**src/rtl/cache_pkg.sv**
```systemverilog
// Shared types and geometry for the cache miss controller: state encoding,
// array dimensions and request-address field positions.
package cache_pkg;

   localparam int unsigned ADDR_W     = 15;
   localparam int unsigned WORD_W     = 32;
   localparam int unsigned LINE_WORDS = 4;
   localparam int unsigned LINE_W     = LINE_WORDS * WORD_W;

   // Request word address = {tag, index, offset}
   localparam int unsigned OFFSET_LSB = 0;
   localparam int unsigned OFFSET_W   = 2;
   localparam int unsigned INDEX_LSB  = 2;
   localparam int unsigned INDEX_W    = 10;
   localparam int unsigned TAG_LSB    = 12;
   localparam int unsigned TAG_W      = 3;

   localparam int unsigned COUNT_W    = 16;

   typedef enum logic [2:0] {
      S_IDLE    = 3'd0,
      S_LOOKUP  = 3'd1,
      S_FILL    = 3'd2,
      S_WRITE   = 3'd3,
      S_RESPOND = 3'd4
   } state_t;

endpackage

```
**src/rtl/line_assembler.sv**
```systemverilog
// Fill buffer: collects one cache line word by word and presents it packed,
// word 0 in the most significant position.
module line_assembler #(
   parameter int unsigned WORD_W     = cache_pkg::WORD_W,
   parameter int unsigned LINE_WORDS = cache_pkg::LINE_WORDS,
   parameter int unsigned SLOT_W     = $clog2(LINE_WORDS)
) (
   input  logic                         clk,
   input  logic                         rst,
   input  logic                         wr_en,
   input  logic [SLOT_W-1:0]            slot,
   input  logic [WORD_W-1:0]            data,
   output logic [LINE_WORDS*WORD_W-1:0] packed_line
);

   logic [WORD_W-1:0] slots [LINE_WORDS];

   always_ff @(posedge clk) begin
      if (rst) begin
         for (int i = 0; i < int'(LINE_WORDS); i++) slots[i] <= '0;
      end else if (wr_en) begin
         slots[slot] <= data;
      end
   end

   always_comb begin
      packed_line = '0;
      for (int i = 0; i < int'(LINE_WORDS); i++)
         packed_line[(int'(LINE_WORDS) - 1 - i) * int'(WORD_W) +: WORD_W] = slots[i];
   end

endmodule

```
**src/rtl/cache_miss_controller.sv**
```systemverilog
// CPU-side controller for a direct-mapped cache: probe, fill from memory on miss,
// write the line back and return the requested word. Optional HIT_MISS_COUNT_EN.
module cache_miss_controller
   import cache_pkg::*;
#(
   parameter int unsigned ADDR_W     = cache_pkg::ADDR_W,
   parameter int unsigned WORD_W     = cache_pkg::WORD_W,
   parameter int unsigned LINE_WORDS = cache_pkg::LINE_WORDS
) (
   input  logic                         clk,
   input  logic                         rst,
   input  logic                         cpuRd,
   input  logic [ADDR_W-1:0]            cpuAddr,
   output logic [WORD_W-1:0]            cpuData,
   output logic                         cpuReady,
   output logic [ADDR_W-1:0]            cacheAddr,
   output logic                         cacheWrEn,
   output logic [LINE_WORDS*WORD_W-1:0] cacheLine,
   input  logic                         cacheHit,
   input  logic [WORD_W-1:0]            cacheWord,
   output logic [ADDR_W-1:0]            memAddr,
   output logic                         memRd,
   input  logic [WORD_W-1:0]            memData,
   input  logic                         memReady
`ifdef HIT_MISS_COUNT_EN
   ,
   output logic [COUNT_W-1:0]           hitCount,
   output logic [COUNT_W-1:0]           missCount
`endif
);

   localparam int unsigned OFS_W = $clog2(LINE_WORDS);
   localparam logic [OFS_W-1:0] LAST_SLOT = OFS_W'(LINE_WORDS - 1);

   state_t              state, state_d;
   logic [ADDR_W-1:0]   req_addr, req_addr_d;
   logic [OFS_W-1:0]    cnt, cnt_d;
   logic [WORD_W-1:0]   cpu_data_d;
   logic                cpu_ready_d;
   logic                cache_wr_en_d;
   logic [ADDR_W-1:0]   cache_addr_d;
   logic                mem_rd_d;
   logic [ADDR_W-1:0]   mem_addr_d;
   logic                fill_we;

   always_ff @(posedge clk) begin
      if (rst) begin
         state     <= S_IDLE;
         req_addr  <= '0;
         cnt       <= '0;
         cpuData   <= '0;
         cpuReady  <= 1'b0;
         cacheWrEn <= 1'b0;
         cacheAddr <= '0;
         memRd     <= 1'b0;
         memAddr   <= '0;
      end else begin
         state     <= state_d;
         req_addr  <= req_addr_d;
         cnt       <= cnt_d;
         cpuData   <= cpu_data_d;
         cpuReady  <= cpu_ready_d;
         cacheWrEn <= cache_wr_en_d;
         cacheAddr <= cache_addr_d;
         memRd     <= mem_rd_d;
         memAddr   <= mem_addr_d;
      end
   end

   // Strobes (cpuReady, cacheWrEn) default low; everything else holds.
   always_comb begin
      state_d       = state;
      req_addr_d    = req_addr;
      cnt_d         = cnt;
      cpu_data_d    = cpuData;
      cpu_ready_d   = 1'b0;
      cache_wr_en_d = 1'b0;
      cache_addr_d  = cacheAddr;
      mem_rd_d      = memRd;
      mem_addr_d    = memAddr;
      fill_we       = 1'b0;

      unique case (state)
         S_IDLE: begin
            if (cpuRd) begin
               req_addr_d   = cpuAddr;
               cache_addr_d = cpuAddr;
               state_d      = S_LOOKUP;
            end
         end
         S_LOOKUP: begin
            if (cacheHit) begin
               cpu_data_d = cacheWord;
               state_d    = S_RESPOND;
            end else begin
               cnt_d      = '0;
               mem_rd_d   = 1'b1;
               mem_addr_d = {req_addr[ADDR_W-1:OFS_W], OFS_W'(0)};
               state_d    = S_FILL;
            end
         end
         S_FILL: begin
            if (memRd && memReady) begin
               fill_we = 1'b1;
               cnt_d   = cnt + OFS_W'(1);
               if (cnt == req_addr[OFS_W-1:0]) cpu_data_d = memData;
               // Last word: memAddr is left on it so it stays stable to the end.
               if (cnt == LAST_SLOT) begin
                  mem_rd_d      = 1'b0;
                  cache_wr_en_d = 1'b1;
                  state_d       = S_WRITE;
               end else begin
                  mem_addr_d = {req_addr[ADDR_W-1:OFS_W], cnt + OFS_W'(1)};
               end
            end
         end
         S_WRITE: begin
            state_d = S_RESPOND;
         end
         S_RESPOND: begin
            cpu_ready_d = 1'b1;
            state_d     = S_IDLE;
         end
         default: begin
            state_d = S_IDLE;
         end
      endcase
   end

   line_assembler #(
      .WORD_W     (WORD_W),
      .LINE_WORDS (LINE_WORDS),
      .SLOT_W     (OFS_W)
   ) u_line_assembler (
      .clk         (clk),
      .rst         (rst),
      .wr_en       (fill_we),
      .slot        (cnt),
      .data        (memData),
      .packed_line (cacheLine)
   );

`ifdef HIT_MISS_COUNT_EN
   // Saturating lookup tallies, one count per LOOKUP cycle.
   always_ff @(posedge clk) begin
      if (rst) begin
         hitCount  <= '0;
         missCount <= '0;
      end else if (state == S_LOOKUP) begin
         if (cacheHit) begin
            if (hitCount != '1) hitCount <= hitCount + COUNT_W'(1);
         end else begin
            if (missCount != '1) missCount <= missCount + COUNT_W'(1);
         end
      end
   end
`endif

endmodule

```
**config.mk**
```make
export PLATFORM = sky130hd
export DESIGN_NAME = cache_miss_controller
export DESIGN_NICKNAME = d
export VERILOG_FILES = /design/src/rtl/cache_pkg.sv /design/src/rtl/line_assembler.sv /design/src/rtl/cache_miss_controller.sv
export SDC_FILE = /design/constraint.sdc
export NUM_CORES = 1
export LEC_CHECK = 0
export CORE_AREA = 4 4 158 160
export DETAILED_ROUTE_END_ITERATION = 8
export DIE_AREA = 0 0 162 164
export REMOVE_ABC_BUFFERS = 1
export SLEW_MARGIN = 10
export SYNTH_ARGS = -nofsm -noshare
export SYNTH_HDL_FRONTEND = slang
export SYNTH_SLANG_ARGS = --single-unit
```
**constraint.sdc**
```tcl
create_clock -name clk -period 5.4 [get_ports clk]
set_input_delay 0.54 -clock clk [delete_from_list [all_inputs] [get_ports clk]]
set_output_delay 0.54 -clock clk [all_outputs]
set_load 0.02 [all_outputs]
```
# Word-level counts from Yosys, hierarchy flattened
# Memory sizes are Yosys's and may differ from the RTL's.
# Index checks and enable logic that the tools add are counted.
# word_totals
ff_bits	70
ram_bits	128
n_memories	1
out_inout_bits	193
input_bits	84
# memory_table
name	depth	width	read_ports	rd_ports_with_merged_regs	wr	line_no	rtl
u_line_assembler.slots	4	32	4	0	4	line_assembler.sv:16	logic [WORD_W-1:0] slots [LINE_WORDS];
# op_classes
n_reduce_logical	11
add_sub_neg	1
mux	32
n_bitwise	2
n_eq_ne	13
# op_table
op	n
2-to-1 mux 32 bit	4
case mux 32 bit (2 select lines)	1
2-to-1 mux 15 bit	3
OR reduction 32 bit	1
case mux 15 bit (2 select lines)	1
!= test 2 bit (second input constant)	7
2-to-1 mux 1 bit	13
2-to-1 mux 3 bit	4
case mux 3 bit (4 select lines)	1
AND reduction 4 bit	3
== test 3 x 2 -> 1 bit (second input constant)	2
2-to-1 mux 2 bit	3
AND reduction 3 bit	2
case mux 2 bit (2 select lines)	1
== test 3 x 1 -> 1 bit (second input constant)	1
== test 3 bit (second input constant)	1
logical NOT 3 bit	1
OR reduction 3 bit	1
adder 2 x 1 -> 2 bit (second input constant)	1
== test 2 bit	1
== test 2 bit (second input constant)	1
inverter 1 bit	2
case mux 1 bit (2 select lines)	1
AND reduction 2 bit	1
2 further kinds	2

# Depth between registers and ports, before layout
# depth
word_depth	8
depth_mapped	7
mapped_depth_nobuf	4

# By module
# From an unflattened synthesis, not the netlist that was laid out.
# unflattened
hier_cells	658
area_unflattened_um2	8141.6
# by_module_without_submodules
mod	instances	seq_area_each_um2	cells_per_inst	area_each_um2
line_assembler	1	3843.7	286	4849.7
cache_miss_controller	1	1401.3	372	3291.9

# Worst setup path after synthesis
# Ideal clock, no wire load.
# synth_timing
path_type	register -> register
from	reg state[1]
to	mem u_line_assembler.slots[2][0], enable pin
n_path_buf	1
path_stages_with_launch	5
slack_ns	2.562
setup_ns	0.428
t_arrival_ns	2.410
required_time_ns	4.972
path_cell_list	dfxtp_1 -> buf_2 -> nor2b_2 -> nand3_1 -> o21bai_1
# synth_lines
element	line_no	rtl
from (decl)	cache_miss_controller.sv:35	state_t state, state_d;
from (signal assigned)	cache_miss_controller.sv:58	state <= state_d;
to (decl)	line_assembler.sv:16	

# Worst setup path after layout
# layout_timing
from	reg state[2]
to	reg cpuData[14]
# layout_via
elab_chain_cells	3
# layout_rtl
element	line_no	rtl
== test 3 x 2 -> 1 bit / == test 3 x 1 -> 1 bit (equally long branches)	cache_miss_controller.sv:83	unique case (state)
!= test 2 bit (no line) / nonzero test 2 bit (equally long branches)	--	
AND reduction 4 bit (no line)	--	
to (signal assigned)	cache_miss_controller.sv:61	cpuData <= cpu_data_d;
to (decl)	cache_miss_controller.sv:14	output logic [WORD_W-1:0] cpuData,
# Parallel ways exist; a longest one is shown, timed or not.
# A chain may end at the register's enable or synchronous reset.

==> summary.md <==
| Metric | Value |
|---|---|
| Hold Startpoint | `memAddr[1]` |
| Peak VDD IR | `0.1783 mV` |
| Final Cycle Share | `0.6039` |
| DRC violations left | `0` |
| Detail Route Antenna Nets | `0` |
| CTS resizes | `0` |
| Post-CTS setup buffers | `0` |
| Ys async rst share | `0` |
| P&R area growth vs syn | `44.82%` |
| H-tree depth | `4` |
| CTS Hold Buffers Added | `0` |
| I/O Buffers | `approximately 280` |
| Mapped Cells | `between 600 and 700` |
| Final number of hold-violating endpoints | `0` |
| Gpl congestion | `between 0.7 and 0.8` |
| Effective utilization at floorplan | `0.3460` |
| Hold path cells | `2` |
| Initial antenna violation count | `0` |
| RSZ-0062 raised after global routing | `false` |
| Overall die height | `164 um` |
| Synth unique cells | `slightly above 40` |
| Post-Route Utilization | `0.5010` |
| Int Pwr | `between 2 and 2.5 mW` |
| NetSw | `863.8 uW` |
| Status | `complete, no violations` |
| Worst min-delay path category | `flop to flop` |
| Via density | `roughly 4.5` |
| Clk sink count | `approximately 200` |
| Slew Viols, Final | `0` |
| Setup slack, reg-to-reg | `2.14 ns` |
| CP Data Required Time | `~5.7 ns` |
| Switching Fraction | `0.2581` |
| Global-route wire length before repair | `approximately 36,000 um` |
| Hold endpoint | `memAddr[1]` |
| Layout cell share with drive strength beyond 1 | `0.09277` |
| Register-to-Register Path Depth | `5` |
| Worst-Skew Late Latency | `between 0.4 and 0.5 ns` |
| Setup TNS | `0 ns` |
| TritonCTS clock tree | `yes` |
| Cts bufs inserted | `17` |
| Startpoint Class | `flop` |
| Clock buffer depth | `2` |
| CTS root buffer | `clkbuf_16` |
| Final Non-Filler Cells | `approximately 1,200` |
| Via count | `5,640` |
| Post-synth EDFFs | `~130` |
| Clk_skew | `between 0.01 and 0.015 ns` |
| Clock-pin slew on the worst setup and hold paths | `roughly 0.070 ns` |
| Clock network fraction of total power | `0.361` |
| Max-cap viol count | `0` |
| Global Route Usage Sum | `0.1767` |
| Area of the multi-input gates | `about 0.0027 mm2` |
| Worst slew pin tran | `approximately 1.1 ns` |
| CP Capture Type | `flop` |
| Final Critical Period | `~3.3 ns` |
| Part of the Yosys area used for sequential elements | `0.6478` |
| Slew headroom | `0.2723` |
| Max FO, Critical Path | `35` |
| Power density over cell area | `~290 mW/mm2` |
| Sequential Area | `around 0.0052 mm2` |
| Core area | `between 0.02 and 0.025 mm2` |
| Gr ovfl total | `0` |
| Comb power frac | `0.133` |
| Site Rows | `56` |
| Finish-stage setup viols | `0` |
| Routed len/inst | `19.31 um` |
| R2r endpoint | `cpuData[14]` |
| Io pins | `around 280` |
| CP arrival | `3.57 ns` |
| Post-Syn Area per Cell | `12.40 um2` |
| R2R Path Start | `state[2]` |
| Setup CP Type | `flop to flop` |
| Final HPWL DP | `~16,000 um` |
| Synth Cell Area | `approximately 0.0081 mm2` |
| DP Cell Count | `1,215` |
| Main synth FF type | `edfxtp_1` |
| Final wirelength | `roughly 24,000 um` |
| Vias in the first global route | `~5,800` |
| Sequential power share | `0.507` |
| TritonRoute pass-1 iters | `4` |
| Fill cells | `~2,100` |
| YS warnings | `0` |
| Max frequency | `about 300 MHz` |
| Largest net degree at the start of global routing | `74` |
| Leakage | `roughly 4.4 nW` |
| Number of nets in the layout | `about 1,000` |
| Die ar. | `roughly 0.027 mm2` |
| First DRT Iteration DRCs | `between 200 and 300` |
| Flops & latches, synth | `198` |
| Die Wd | `roughly 160 um` |
-- through the flow --
| stage | hold WS (ns) | total power [mW] | cell area [um2] | worst slack, ns |
|---|---|---|---|---|
| floorplan | 0.5254 | 1.921 | 7904 | 2.285 |
| global placement | 0.4568 | 2.176 | 11170 | 2.208 |
| detailed placement | 0.4677 | 2.178 | 11170 | 2.139 |
| CTS | 0.4782 | 3.389 | 11720 | 2.094 |
| global route | 0.4991 | 3.470 | 11720 | 1.951 |
| finish | 0.4714 | 3.347 | 11730 | 2.139 |
-- area by class of cell --
type                    instances  share of cell area
flip-flops and latches        198              0.4473
repair buffers                285              0.2412
multi-input cells             413              0.2302
diodes                          1           0.0002134
clock inverters                14             0.01078
clock buffers                  17             0.03628
well taps                     319             0.03404
-- worst max-delay path by stage --
stage	startpoint	to	cells after the start
after global placement	state[2]	cpuData[26]	5
after detailed placement	state[2]	cpuData[18]	5
after CTS	state[2]	cpuData[14]	5
final	state[2]	cpuData[14]	5
after floorplan	state[0]	u_line_assembler.slots[1][0]	4
after global routing	state[2]	cpuData[14]	5
-- logic make-up after synthesis --
family | count (synthesis) | share of synthesized area
multiplexers | 45 | 0.07449
adder cells (fa/ha/maj) | 1 | 0.001545
AND/OR/NAND/NOR | 306 | 0.2069
AO/OA/AOI/OAI | 59 | 0.04327
buffers and inverters | 42 | 0.02380
flip-flops | 198 | 0.6478
XOR/XNOR | 2 | 0.002164
-- cell usage in the layout (no fill, tap or decap), drive strengths merged, types with 3 or more instances in the layout --
master / instances
a21oi: 51
and2: 130
buf: 10
clkbuf: 17
clkdlybuf4s50: 275
clkinv: 5
clkinvlp: 5
dfxtp: 70
edfxtp: 128
inv: 4
mux2: 32
mux2i: 13
nand2: 98
nand2b: 4
nand3: 3
nor2: 16
nor2b: 33
nor3: 4
-- worst max-delay path, cell delays in order (launching register included) --
cell     delay [ns]
dfxtp_1        0.74
or3b_2         0.81
nor3_4         0.11
o22ai_4        0.66
buf_4          0.47
mux2_4         0.33
-- Yosys cell counts, types with 2 or more instances --
cell type,n,area share
a211oi_1,2,0.0019
a21oi_1,51,0.032
and2_1,130,0.10
and3b_1,2,0.0022
buf_1,2,0.00093
buf_2,4,0.0025
buf_6,4,0.0056
clkbuf_1,32,0.015
dfxtp_1,70,0.17
edfxtp_1,128,0.47
mux2_2,2,0.0028
mux2_4,30,0.056
mux2i_1,13,0.016
nand2_1,98,0.045
nand2b_1,4,0.0031
nand3_1,3,0.0019
nor2_1,16,0.0074
nor2b_1,32,0.025
nor3_1,3,0.0019
nor3b_1,2,0.0019
nor4_2,2,0.0031
nor4b_1,2,0.0022
or2_2,2,0.0015
xor2_1,2,0.0022
-- power groups by stage --
stage,logic (mW),clock network (mW),registers (mW)
6_report,0.444,1.21,1.70
5_1_grt,0.470,1.30,1.70
4_1_cts,0.450,1.24,1.70
3_5_place_dp,0.448,0,1.73
3_3_place_gp,0.447,0,1.73
2_1_floorplan,0.117,0,1.80
-- flip-flops by register name (all words and copies together), names as in the netlist --
name and cells:
cacheWrEn 1, req_addr 15, memRd 1, cpuData 32, cpuReady 1, memAddr 15, u_line_assembler.slots 128, cnt 2
state 3
-- per-layer routing --
metal | GRT usage | wire length, um | vias up | part of all wire
li1 | - | - | 2744 | -
met1 | 0.2189 | 10290 | 2659 | 0.43
met2 | 0.2920 | 11270 | 213 | 0.47
met3 | 0.06600 | 2178 | 24 | 0.090
met4 | 0.04806 | 347 | 0 | 0.014
met5 | 0 | 0 | - | 0
Note: power is estimated with default switching activity, not from simulation.
